<file path="src/rtl/processor_mc_pkg.sv">
// Shared encodings for the multi-cycle 18-bit core: opcodes, branch
// conditions, register-register ALU operations and controller states.
package processor_mc_pkg;

    typedef enum logic [3:0] {
        OP_ADDI = 4'd0,
        OP_LDI  = 4'd1,
        OP_LUI  = 4'd2,
        OP_LD   = 4'd3,
        OP_ST   = 4'd4,
        OP_BR   = 4'd5,
        OP_CALL = 4'd6,
        OP_RET  = 4'd7,
        OP_ALU  = 4'd8,
        OP_HALT = 4'd9
    } opcode_e;

    typedef enum logic [2:0] {
        COND_ALWAYS = 3'd0,
        COND_EQ     = 3'd1,
        COND_NE     = 3'd2,
        COND_LT     = 3'd3,
        COND_GE     = 3'd4,
        COND_GT     = 3'd5,
        COND_LE     = 3'd6,
        COND_NEVER  = 3'd7
    } cond_e;

    typedef enum logic [2:0] {
        ALU_ADD  = 3'd0,
        ALU_SUB  = 3'd1,
        ALU_AND  = 3'd2,
        ALU_OR   = 3'd3,
        ALU_XOR  = 3'd4,
        ALU_SHL1 = 3'd5,
        ALU_SHR1 = 3'd6,
        ALU_SAR1 = 3'd7
    } alu_op_e;

    // Controller states kept as plain constants so older tools that poke
    // at the state register see stable numeric codes.
    localparam logic [2:0] ST_RESET = 3'd0;
    localparam logic [2:0] ST_FETCH = 3'd1;
    localparam logic [2:0] ST_EXEC  = 3'd2;
    localparam logic [2:0] ST_MEM   = 3'd3;
    localparam logic [2:0] ST_HALT  = 3'd4;

endpackage

</file>
<file path="src/rtl/processor_mc_branch_cond.sv">
// Signed branch-condition evaluation: decides whether a conditional
// branch is taken from the tested register value and the 3-bit condition.
module branch_cond
    import processor_mc_pkg::*;
#(
    parameter int WORD_SIZE = 18
) (
    input  logic [WORD_SIZE-1:0] rx,
    input  logic [2:0]           cond,
    output logic                 taken
);

    logic is_zero;
    logic is_neg;

    assign is_zero = (rx == '0);
    assign is_neg  = rx[WORD_SIZE-1];

    // Map the condition code onto zero/sign flags of the two's-complement value.
    always_comb begin
        taken = 1'b0;
        case (cond_e'(cond))
            COND_ALWAYS: taken = 1'b1;
            COND_EQ:     taken = is_zero;
            COND_NE:     taken = !is_zero;
            COND_LT:     taken = is_neg;
            COND_GE:     taken = !is_neg;
            COND_GT:     taken = !is_neg && !is_zero;
            COND_LE:     taken = is_neg || is_zero;
            COND_NEVER:  taken = 1'b0;
            default:     taken = 1'b0;
        endcase
    end

endmodule

</file>
<file path="src/rtl/processor_mc.sv">
// Multi-cycle 18-bit core: FETCH/EXEC/MEM controller with handshaked code
// and data ports, eight general registers, call/return via a link register.
module processor_mc
    import processor_mc_pkg::*;
#(
    parameter int ADDR_SIZE = 18,
    parameter int WORD_SIZE = 18
) (
    input  logic                 clock,
    input  logic                 reset,
    output logic                 code_req,
    output logic [ADDR_SIZE-1:0] code_addr,
    input  logic [17:0]          code_word,
    input  logic                 code_valid,
    output logic                 mem_req,
    output logic                 mem_we,
    output logic [ADDR_SIZE-1:0] mem_addr,
    output logic [WORD_SIZE-1:0] mem_wdata,
    input  logic [WORD_SIZE-1:0] mem_rdata,
    input  logic                 mem_ready,
    output logic                 halted,
    output logic                 illegal
);

    logic [2:0]           state_q, state_d;
    logic [ADDR_SIZE-1:0] ip_q, ip_d, lr_q, lr_d;
    logic [17:0]          ir_q, ir_d;
    logic                 halted_q, halted_d, illegal_q, illegal_d;
    logic [WORD_SIZE-1:0] rf_q [8];
    logic [WORD_SIZE-1:0] rf_d [8];

    logic                 rf_we;
    logic [2:0]           rf_waddr;
    logic [WORD_SIZE-1:0] rf_wdata;

    logic [3:0]           op;
    logic [2:0]           rx_idx, ry_idx;
    logic [WORD_SIZE-1:0] rx_val, ry_val, imm8_w, imm11_w, eff_addr, alu_res;
    logic [ADDR_SIZE-1:0] imm8_a, imm11_a, ip_inc;
    logic                 br_taken;

    assign op       = ir_q[17:14];
    assign rx_idx   = ir_q[13:11];
    assign ry_idx   = ir_q[10:8];
    assign imm8_w   = {{(WORD_SIZE-8){ir_q[7]}}, ir_q[7:0]};
    assign imm11_w  = {{(WORD_SIZE-11){ir_q[10]}}, ir_q[10:0]};
    assign imm8_a   = {{(ADDR_SIZE-8){ir_q[7]}}, ir_q[7:0]};
    assign imm11_a  = {{(ADDR_SIZE-11){ir_q[10]}}, ir_q[10:0]};
    assign rx_val   = rf_q[rx_idx];
    assign ry_val   = rf_q[ry_idx];
    assign eff_addr = ry_val + imm8_w;
    assign ip_inc   = ip_q + ADDR_SIZE'(1);

    branch_cond #(.WORD_SIZE(WORD_SIZE)) u_branch_cond (
        .rx    (rx_val),
        .cond  (ir_q[10:8]),
        .taken (br_taken)
    );

    // Register-register ALU; shifts operate on rx only.
    always_comb begin
        alu_res = rx_val;
        case (alu_op_e'(ir_q[7:5]))
            ALU_ADD:  alu_res = rx_val + ry_val;
            ALU_SUB:  alu_res = rx_val - ry_val;
            ALU_AND:  alu_res = rx_val & ry_val;
            ALU_OR:   alu_res = rx_val | ry_val;
            ALU_XOR:  alu_res = rx_val ^ ry_val;
            ALU_SHL1: alu_res = {rx_val[WORD_SIZE-2:0], 1'b0};
            ALU_SHR1: alu_res = {1'b0, rx_val[WORD_SIZE-1:1]};
            ALU_SAR1: alu_res = {rx_val[WORD_SIZE-1], rx_val[WORD_SIZE-1:1]};
            default:  alu_res = rx_val;
        endcase
    end

    // Controller: sequences fetch/execute/memory and computes architectural updates.
    always_comb begin
        state_d   = state_q;
        ip_d      = ip_q;
        lr_d      = lr_q;
        ir_d      = ir_q;
        halted_d  = halted_q;
        illegal_d = illegal_q;
        rf_we     = 1'b0;
        rf_waddr  = rx_idx;
        rf_wdata  = alu_res;
        case (state_q)
            ST_RESET: state_d = ST_FETCH;
            ST_FETCH: begin
                if (code_valid) begin
                    ir_d    = code_word;
                    state_d = ST_EXEC;
                end
            end
            ST_EXEC: begin
                state_d = ST_FETCH;
                ip_d    = ip_inc;
                case (op)
                    OP_ADDI: begin
                        rf_we    = 1'b1;
                        rf_wdata = ry_val + imm8_w;
                    end
                    OP_LDI: begin
                        rf_we    = 1'b1;
                        rf_wdata = imm11_w;
                    end
                    OP_LUI: begin
                        rf_we    = 1'b1;
                        rf_wdata = imm11_w << 7;
                    end
                    OP_LD, OP_ST: begin
                        state_d = ST_MEM;
                        ip_d    = ip_q;
                    end
                    OP_BR: begin
                        if (br_taken) ip_d = ip_q + imm8_a;
                    end
                    OP_CALL: begin
                        lr_d = ip_inc;
                        ip_d = ip_q + imm11_a;
                    end
                    OP_RET: ip_d = lr_q;
                    OP_ALU: rf_we = 1'b1;
                    default: begin
                        state_d   = ST_HALT;
                        ip_d      = ip_q;
                        halted_d  = 1'b1;
                        illegal_d = (op != OP_HALT);
                    end
                endcase
            end
            ST_MEM: begin
                if (mem_ready) begin
                    rf_we    = (op == OP_LD);
                    rf_wdata = mem_rdata;
                    ip_d     = ip_inc;
                    state_d  = ST_FETCH;
                end
            end
            ST_HALT: state_d = ST_HALT;
            default: state_d = ST_FETCH;
        endcase
    end

    // Single write port into the register file.
    always_comb begin
        rf_d = rf_q;
        if (rf_we) rf_d[rf_waddr] = rf_wdata;
    end

    // Architectural state; reset restarts fetching at address 0.
    always_ff @(posedge clock) begin
        if (reset) begin
            state_q   <= ST_FETCH;
            ip_q      <= '0;
            lr_q      <= '0;
            ir_q      <= '0;
            halted_q  <= 1'b0;
            illegal_q <= 1'b0;
            for (int i = 0; i < 8; i++) rf_q[i] <= '0;
        end else begin
            state_q   <= state_d;
            ip_q      <= ip_d;
            lr_q      <= lr_d;
            ir_q      <= ir_d;
            halted_q  <= halted_d;
            illegal_q <= illegal_d;
            rf_q      <= rf_d;
        end
    end

    assign code_req  = (state_q == ST_FETCH) && !reset;
    assign code_addr = ip_q;
    assign mem_req   = (state_q == ST_MEM);
    assign mem_we    = mem_req && (op == OP_ST);
    assign mem_addr  = eff_addr[ADDR_SIZE-1:0];
    assign mem_wdata = rx_val;
    assign halted    = halted_q;
    assign illegal   = illegal_q;

endmodule

</file>
<file path="config.mk">
export PLATFORM = sky130hd
export DESIGN_NAME = processor_mc
export DESIGN_NICKNAME = d
export VERILOG_FILES = /design/src/rtl/processor_mc_pkg.sv /design/src/rtl/processor_mc_branch_cond.sv /design/src/rtl/processor_mc.sv
export SDC_FILE = /design/constraint.sdc
export NUM_CORES = 1
export LEC_CHECK = 0
export BUFFER_PORTS_ARGS = -buffer_cell sky130_fd_sc_hd__buf_2
export CAP_MARGIN = 20
export CELL_PAD_IN_SITES_DETAIL_PLACEMENT = 1
export CELL_PAD_IN_SITES_GLOBAL_PLACEMENT = 1
export CORE_MARGIN = 2
export CORE_UTILIZATION = 51
export CTS_CLUSTER_DIAMETER = 150
export CTS_CLUSTER_SIZE = 28
export DETAILED_ROUTE_END_ITERATION = 8
export PLACE_DENSITY = 0.93
export SLEW_MARGIN = 10
export SYNTH_ARGS = -nofsm -noshare
export SYNTH_HDL_FRONTEND = slang
export SYNTH_SLANG_ARGS = --single-unit
</file>
<file path="constraint.sdc">
create_clock -name clock -period 14.95 [get_ports clock]
set_input_delay 2.2425 -clock clock [delete_from_list [all_inputs] [get_ports clock]]
set_output_delay 2.2425 -clock clock [all_outputs]
set_load 0.005 [all_outputs]
</file>
Word level (Yosys, flattened, before mapping):

Index checks and enable logic that the tools add are counted.

* mux-type cells: 25
* reduce and logical (&&, ||, !) cells: 22
* eq/ne operators: 30
* multiply operators: 0
* divide/modulo/power cells: 0
* shift-type cells: 0
* $add $sub $neg: 6
* $lt $le $gt $ge: 3
* bitwise operators: 6

Operators with widths (number)
* bitwise mux 144 bit: 1
* 2-to-1 mux 18 bit: 8
* one-hot mux 18 bit (8 select lines): 1
* binary-select mux 18 bit (select 3 bit): 2
* adder 18 bit: 4
* one-hot mux 18 bit (2 select lines): 2
* one-hot mux 18 bit (4 select lines): 1
* demux 18 bit (select 3 bit): 1
* one-hot mux 18 bit (3 select lines): 1
* equality test 3 bit (second input constant): 9
* adder 18 x 1 -> 18 bit (second input constant): 1
* AND 18 bit: 1
* equality test 3 x 2 -> 1 bit (second input constant): 6
* logical NOT 18 bit: 1
* bitwise OR 18 bit: 1
* subtractor 18 bit: 1
* XOR 18 bit: 1
* equality test 4 x 3 -> 1 bit (second input constant): 4
* one-hot mux 3 bit (4 select lines): 1
* equality test 3 x 1 -> 1 bit (second input constant): 3
* OR reduction 9 bit: 1
* equality test 4 x 2 -> 1 bit (second input constant): 2
* >= comparator 4 bit (second input constant): 2
* inverter 3 -> 4 bit: 2
* 24 further kinds: 35

* memory bits (read-only): 0
* bits in latches: 0
* input bits: 40
* memories kept: 0
* flip-flop bits (word level): 203
* output and inout bits: 59
* logic and storage cells: 106
* bits in writable memories: 0

Longest topological paths before layout:

Gate-level depths: netlist (run 1).

* depth after elaboration: 11
* mapped depth: 22
* depth with buffers taken out: 20

Cells and area by module:

A second synthesis (run 1) with hierarchy kept.

* cell total of the unflattened synthesis: 1922
* area total of the unflattened synthesis: 15660.0 um^2

Modules (own cells, without submodules)
* processor_mc: area an instance 15541.2 um^2, times used 1, cells each 1904
* branch_cond: area an instance 118.9 um^2, times used 1, cells each 18

Worst setup path before layout (run 1):

Ideal clock, no wire load.

* kind: reg-to-output
* start: register ir_q[10]
* end: output mem_addr[17]
* data required time: 12.708 ns
* slack: 8.769 ns
* arrival: 3.938 ns
* stages on the path, launching flop included: 15
* buffers on the path: 2
* cell sequence: dfxtp_1 clkbuf_1 buf_2 mux4_2 mux2i_1 inv_1 ha_1 a211oi_1 nor4_1 nor4b_1 o21ai_0 nand2b_1 a31o_2 a21oi_1 xnor2_1

* word-level cells in the longest chain between the ends: 5

RTL lines
* from (decl): line processor_mc.sv:27 `logic [17:0] ir_q, ir_d;`
* from (signal assigned): line processor_mc.sv:165 `ir_q <= ir_d;`
* inverter 3 -> 4 bit (implied by the code): line processor_mc.sv:50 `assign ry_val = rf_q[ry_idx];`
* binary-select mux 18 bit (select 3 bit): line processor_mc.sv:50
* 2-to-1 mux 18 bit (implied by the code) (2 in series): line processor_mc.sv:50
* adder 18 bit: line processor_mc.sv:51 `assign eff_addr = ry_val + imm8_w;`
* to (decl): line processor_mc.sv:17 `output logic [ADDR_SIZE-1:0] mem_addr,`

No other way between the ends. The select of a mux whose other input is x is not followed.

Worst setup path in the final report (run 1):

Ends and elaborated chain as after synthesis.

==> results of run 1 <==
worst max-delay path, delay by kind of cell, from the launching register on:
| kind | cells | cell delay, ns |
|---|---|---|
| xor+xnor | 1 | 0.16 |
| fa+ha+maj | 1 | 0.39 |
| mux | 2 | 1.23 |
| compound gates | 4 | 0.84 |
| flops | 1 | 0.34 |
| buf+inv | 3 | 1.02 |
| simple gates | 3 | 1.05 |
state kept, by name, summed over array words and instances, names as in the netlist:
register and flops:
code_addr 18, halted 1, illegal 1, ir_q 18, rf_q 144, lr_q 18
state_q 3
cells in the mapped netlist, types with 32 or more instances:
| cell type | instances | area [sq um] |
|---|---|---|
| dfxtp_1 | 203 | 4064 |
| nor2_1 | 201 | 754.5 |
| a21oi_1 | 171 | 855.8 |
| o21ai_0 | 134 | 670.6 |
| nand2_1 | 126 | 473.0 |
| a211oi_1 | 109 | 818.3 |
| clkbuf_1 | 101 | 379.1 |
| ha_1 | 98 | 1226 |
| xnor2_1 | 56 | 490.5 |
| inv_1 | 51 | 191.4 |
| mux2i_1 | 47 | 470.5 |
| mux4_2 | 46 | 1036 |
| a22oi_1 | 33 | 247.7 |
| nand3_1 | 32 | 160.2 |
report_power, final:
part	total [mW]	switching (mW)	internal [mW]
Clock	0.335	0.198	0.138
Combinational	0.684	0.459	0.225
Sequential	0.572	0.0204	0.552
path summary, 6_finish.rpt:
kind / to / slack, ns
worst min-delay path: halted / 0.48
worst max register to register: rf_q[15] / 8.29
worst max-delay path: mem_addr[17] / 7.13
worst min register to register: halted / 0.48
placed cells by master, fill, tap and decap left out, drive strengths merged, types with 7 or more instances in the layout:
cell type / n
a21o: 17
ha: 98
a22o: 9
mux4: 46
mux2i: 47
o21ai: 145
o221ai: 7
buf: 142
nor2: 201
a221oi: 32
a22oi: 35
or2: 7
o211ai: 13
o21a: 19
nand3b: 10
a41oi: 7
nand4: 10
a211oi: 109
a31oi: 17
mux2: 26
xor2: 30
dfxtp: 203
clkbuf: 11
inv: 56
and2: 12
nand2: 126
a21oi: 171
o22ai: 18
nor2b: 15
nand3: 32
xnor2: 56
o31ai: 12
nor3: 26
and3: 12
nand2b: 21
a221o: 17
per-layer routing:
| metal | track usage (%) | share of wire [%] | vias to the layer above |
|---|---|---|---|
| met3 | 9.233 | 12 | 339 |
| li1 | - | - | 7042 |
| met1 | 49.73 | 38 | 8105 |
| met2 | 63.07 | 45 | 1285 |
| met4 | 20.46 | 5.5 | 2 |
| met5 | 0 | 0.020 | - |
final cells by class:
type,count,area (sq um)
fill,3609,13180
sequential,203,4069
tap,390,488.0
timing repair buffer,142,820.8
clock inverter,2,23.77
multi-input combinational,1478,10650
clock buffer,11,275.3
inverter,58,217.7
cells by family after synthesis:
group	count (synthesis)
AOI/OAI and AO/OA	676
and+or+nand+nor	496
adders and majority gates	101
buffers and inverters	190
xor gates and xnor gates	86
DFF	203
muxes	119
==> flow_summary.toml, run 1 <==
[run_status]
status = "finished, final reports clean"

[timing]
timing.final.ws_setup_ns = 7.132
rsz0062_at_grt = "false"
hold_viol_final = 0
slew_headroom_pct = 18.22
max_freq_mhz = 127.9
period_share_pct = 52.29
setup_violations = 0
holdWs_ns = 0.4792
fin_setup_tns_ns = 0
worstMarginPinSlew_ns = 1.221
maxSlewViolCount = 0
skew_ns = 0.02185
fin_crit_ns = 7.818

[min_path]
min_path_type = "reg -> reg"
hold_path.startpoint = "halted"
whs_path_depth = 2

[placement]
dpl.hpwl_um = 44860
dp_slack_ns = 7.754
gp_congestion = 0.9401
io_buffer_count = 98
dpl_cell_area_sq_um = 16230
dp_cells = 2270

[yosys]
synth_fa_ha_area_share_pct = 8.338
ys_ff_latch = 203
synth_edf_count = 0
synth_warnings = 0
synth_cell_type_count = 82
synth_cells = 1871
synthMuxAreaShare_pct = 11.66
synth_xor_area_share_pct = 4.883
synth_compound_area_share_pct = 28.89
yosys.area_share.simple_pct = 14.88
seq_area_frac_synth_pct = 26.34
avgSynthCellArea_sq_um = 8.245
synthesis.area_sq_um = 15430
async_flop_share_pct = 0
synth_nets = 2012
synth_top_family_by_area = "compound AO/OA/AOI/OAI gates"
synthFlopType = "dfxtp_1"

[setup_path]
endpoint_kind = "output port"
max_stage_delay_ns = 0.69
worstPathCellList = "buf_4 > mux4_2 > mux2i_1 > inv_1 > ha_1 > o21ai_0 > nor4_1 > nor4b_1 > o21ai_0 > nand2b_1 > a31o_2 > a21oi_1 > xnor2_1 > buf_2"
cp-start-kind = "register"
r2r_start = "ir_q[10]"
required_ns = 12.71
crit_type = "reg -> out"
path_max_fanout = 48
cp_common_cell = "o21ai_0"
cp-startpoint = "ir_q[10]"
crit_path_top_delay_cell = "nor4b_1"
arrival_ns = 5.58
r2r_cells = 19

[routing]
ant_nets = 0
wirelength_um = 64220
routed_via_density = 7.344
drt_iter0_markers = 2371
wl_per_cell_um = 28.12
drcViolationCount = 0
firstDrtPassIters = 6
vias = 16770

[clock_network]
clk_latency_ns = 0.49
cts_sinks = 203
cts_root_buf = "clkbuf_16"
postCtsSetupBuffers = 0
ctsHoldBuffers = 0
clockBufferDepth = 3
cts_buffers = 11
clk_pin_slew_worst_paths_ns = 0.12
htree_levels = 1
postCtsResizedCells = 0
cts_tree = "done"

[layout]
drive_above_1_share_pct = 13.83
areaGrowthSynthToFinish_pct = 7.227
nets = 2035
antennaDiodeCount = 0
fin_cells = 2284
finalCoreUtilization_pct = 55.66
design_area_sq_um = 16540

[grt]
track_usage_pct = 39.53
grt_max_degree = 82
globalRouteOverflowTotal = 0
grt_antenna_before_repair = 1
grt_pass1_vias = 16940
grt_pass1_wl_um = 97120

[power_and_ir_drop]
total_power_mw = 1.592
p_leak_nw = 6.443
powerDensity_nw_per_um2 = 96.22
ir_worst_vdd_v = 0.00005709

[die]
core_area_sq_um = 29720
start_util_pct = 51.91
pin_count = 99
die_h_um = 177.9
dieArea_sq_um = 31650
placement_rows = 63
die_x_um = 177.9

[flow_run]
max_cap_viol_count = 0
Power figures use the tool's default switching activity.
==> run 2: changes to the inputs <==
--- a/config.mk
+++ b/config.mk
@@ -5,16 +5,17 @@
 export SDC_FILE = /design/constraint.sdc
 export NUM_CORES = 1
 export LEC_CHECK = 0
+export ABC_AREA = 1
 export BUFFER_PORTS_ARGS = -buffer_cell sky130_fd_sc_hd__buf_2
 export CAP_MARGIN = 20
 export CELL_PAD_IN_SITES_DETAIL_PLACEMENT = 1
 export CELL_PAD_IN_SITES_GLOBAL_PLACEMENT = 1
 export CORE_MARGIN = 2
-export CORE_UTILIZATION = 51
+export CORE_UTILIZATION = 40
 export CTS_CLUSTER_DIAMETER = 150
 export CTS_CLUSTER_SIZE = 28
 export DETAILED_ROUTE_END_ITERATION = 8
-export PLACE_DENSITY = 0.93
+export PLACE_DENSITY = 0.84
 export SLEW_MARGIN = 10
 export SYNTH_ARGS = -nofsm -noshare
 export SYNTH_HDL_FRONTEND = slang
==> constraint.sdc (replaced) <==
create_clock -name clock -period 6.4 [get_ports clock]
set_input_delay 0.96 -clock clock [delete_from_list [all_inputs] [get_ports clock]]
set_output_delay 0.96 -clock clock [all_outputs]
set_load 0.005 [all_outputs]
==> flow_summary.toml, run 2 <==
[yosys]
seq_area_frac_synth_pct = 25.20
synth_edf_count = 0
synth.most_common_cell = "nand2_1"
synth_warnings = 0
synth_nets = 2731
ys_ff_latch = 203
synth_top_area_cell = "dfxtp_1"
async_flop_share_pct = 0
synth.top_cells.by_count = "594 x nand2_1, 304 x inv_1, 271 x nor2_1"
post-synth-top-area-fraction_pct = 25.20
synthesis.area_sq_um = 16130
avgSynthCellArea_sq_um = 6.227
synthFlopType = "dfxtp_1"
synth_cell_type_count = 55
synthTopCellsByArea = "dfxtp_1 25%, nand2_1 14%, o21ai_0 8.0%"
synth_cells = 2590

[grt]
grt_pass1_wl_um = 105100
grt_max_degree = 100
globalRouteOverflowTotal = 0
use_met2_pct = 52.96
gr-usage-met3_pct = 4.375
track_usage_pct = 31.84
grt_busiest_layer = "met2"
grt_antenna_before_repair = 2
grt_pass1_vias = 18770
use_met1_pct = 42.27

[run_status]
status = "finished, final reports clean"

[clock_network]
clockBufferDepth = 3
htree_levels = 1
cts_root_buf = "clkbuf_16"
ctsHoldBuffers = 0
clk_latency_ns = 0.50
postCtsSetupBuffers = 0
postCtsResizedCells = 0
cts_sinks = 203
cts_buffers = 11
clk_pin_slew_worst_paths_ns = 0.13
cts_tree = "done"

[setup_path]
arrival_ns = 5.00
max_stage_delay_ns = 0.86
endpoint_kind = "output port"
cp-start-kind = "register"
cp_common_cell = "o21ai_0"
worstPathCellList = "nor2_2 > buf_4 > a22oi_1 > nand3_1 > o21ai_1 > inv_1 > ha_1 > a21o_1 > a21oi_1 > o21ai_0 > a21boi_0 > o21ai_0 > xor2_1 > buf_2"
reg2reg_slack_ns = 0.72
r2r_start = "ir_q[9]"
endpoint = "mem_addr[13]"
reg2reg_to = "rf_q[71]"
crit_type = "reg -> out"
crit_path_top_delay_cell = "nor2_2"
path_max_fanout = 19
cp-startpoint = "ir_q[9]"
required_ns = 5.44
r2r_cells = 27

[die]
die_x_um = 204.8
start_util_pct = 40.59
pin_count = 99
dieArea_sq_um = 41940
core_area_sq_um = 39730
placement_rows = 73
die_h_um = 204.8

[timing]
fin_crit_ns = 5.964
worstMarginPinSlew_ns = 1.189
rsz0062_at_grt = "false"
period_share_pct = 93.19
hold_viol_final = 0
holdWs_ns = 0.5192
fin_setup_tns_ns = 0
slew_headroom_pct = 20.38
skew_ns = 0.02512
timing.final.ws_setup_ns = 0.4358
maxSlewViolCount = 0
max_freq_mhz = 167.7
setup_violations = 0

[layout]
layout_common_cells = "594 x nand2_1, 303 x inv_1, 269 x nor2_1, 257 x o21ai_0, 223 x a21oi_1"
layout.cells.most_common = "nand2_1"
nets = 2759
fillers = 5433
regMostFlops = "rf_q"
areaGrowthSynthToFinish_pct = 7.347
largest_reg_flops = 144
drive_above_1_share_pct = 7.595
antennaDiodeCount = 0

[routing]
firstDrtPassIters = 5
drt_iter0_markers = 1514
wirelength_um = 68480
routed_via_density = 5.936
ant_nets = 0
drcViolationCount = 0
vias = 18670
wl_per_cell_um = 21.77

[power_and_ir_drop]
ir_worst_vdd_v = 0.0001351
powerDensity_nw_per_um2 = 237.1
p_leak_nw = 8.501

[placement]
gp_congestion = 0.9355
dp_slack_ns = 0.9528
dpl.hpwl_um = 49980
io_buffer_count = 98

[flow_run]
max_cap_viol_count = 0

[min_path]
min_path_type = "reg -> reg"
==> run 2: cell count changes after synthesis, moves of 46 or more <==
| cell | previous run | this run |
|---|---|---|
| nand3_1 | 32 | 135 |
| nand2_1 | 126 | 594 |
| mux4_2 | 46 | 0 |
| o21ai_0 | 134 | 257 |
| mux2i_1 | 47 | 0 |
| inv_1 | 51 | 304 |
| a21oi_1 | 171 | 223 |
| nor2_1 | 201 | 271 |
| a211oi_1 | 109 | 10 |
==> run 2: kinds of logic (layout without fill, tap and decap cells) <==
family	Yosys count	in the layout	synth area share, %
flip-flops	203	203	25.20
adder cells (fa/ha/maj)	101	101	7.976
AO/OA/AOI/OAI	709	709	25.04
buffers and inverters	444	474	11.05
AND/OR/NAND/NOR	1061	1061	26.82
XOR/XNOR	72	72	3.910
==> run 2: worst min-delay path by stage <==
| stage | startpoint | end | slack, ns | cells after the start |
|---|---|---|---|---|
| after global routing | halted | halted | 0.56 | 2 |
| after detailed placement | halted | halted | 0.49 | 2 |
| after floorplan | halted | halted | 0.46 | 2 |
| final | halted | halted | 0.52 | 2 |
| after CTS | halted | halted | 0.52 | 2 |
| after global placement | halted | halted | 0.45 | 2 |
==> run 2: final cells by class <==
type                    instances  area (sq um)  share of cell area [%]
multi-input cells            1943         10300                   59.48
repair buffers                134         763.2                   4.409
inverters                     325          1220                   7.047
well taps                     525         656.9                   3.794
clock buffers                  13         282.8                   1.633
clock inverters                 2         25.02                  0.1446
flip-flops and latches        203          4068                   23.50
==> run 2: stage by stage <==
step | util [%] | std cells | area, sq um | power [mW]
6_report | 43.57 | 3145 | 17310 | 4.105
5_1_grt | 43.57 | 3145 | 17310 | 4.318
4_1_cts | 43.55 | 3144 | 17300 | 4.065
3_5_place_dp | 42.78 | 3129 | 17000 | 3.271
3_3_place_gp | 42.78 | 3129 | 17000 | 3.222
2_1_floorplan | - | 2590 | 16130 | 2.589
==> run 2: power breakdown <==
part           internal (mW)  switching [mW]
clock network          0.328           0.471
logic                  0.541            1.40
registers               1.30          0.0647
total                   2.17            1.94
==> run 2: critical path: cells and delay by family, from the launching register on <==
kind,cells,cell delay [ns]
AO/OA/AOI/OAI,7,1.59
adder cells (fa/ha/maj),1,0.34
XOR/XNOR,1,0.29
buffers and inverters,3,0.86
AND/OR/NAND/NOR,2,0.97
flip-flops,1,0.43
==> run 2: per-layer routing <==
layer | vias to the layer above | share of wire [%] | routed length, um
met5 | - | 0.019 | 13
met2 | 759 | 46 | 31620
met4 | 2 | 3.0 | 2050
met3 | 151 | 7.8 | 5354
met1 | 9139 | 43 | 29440
li1 | 8619 | - | -
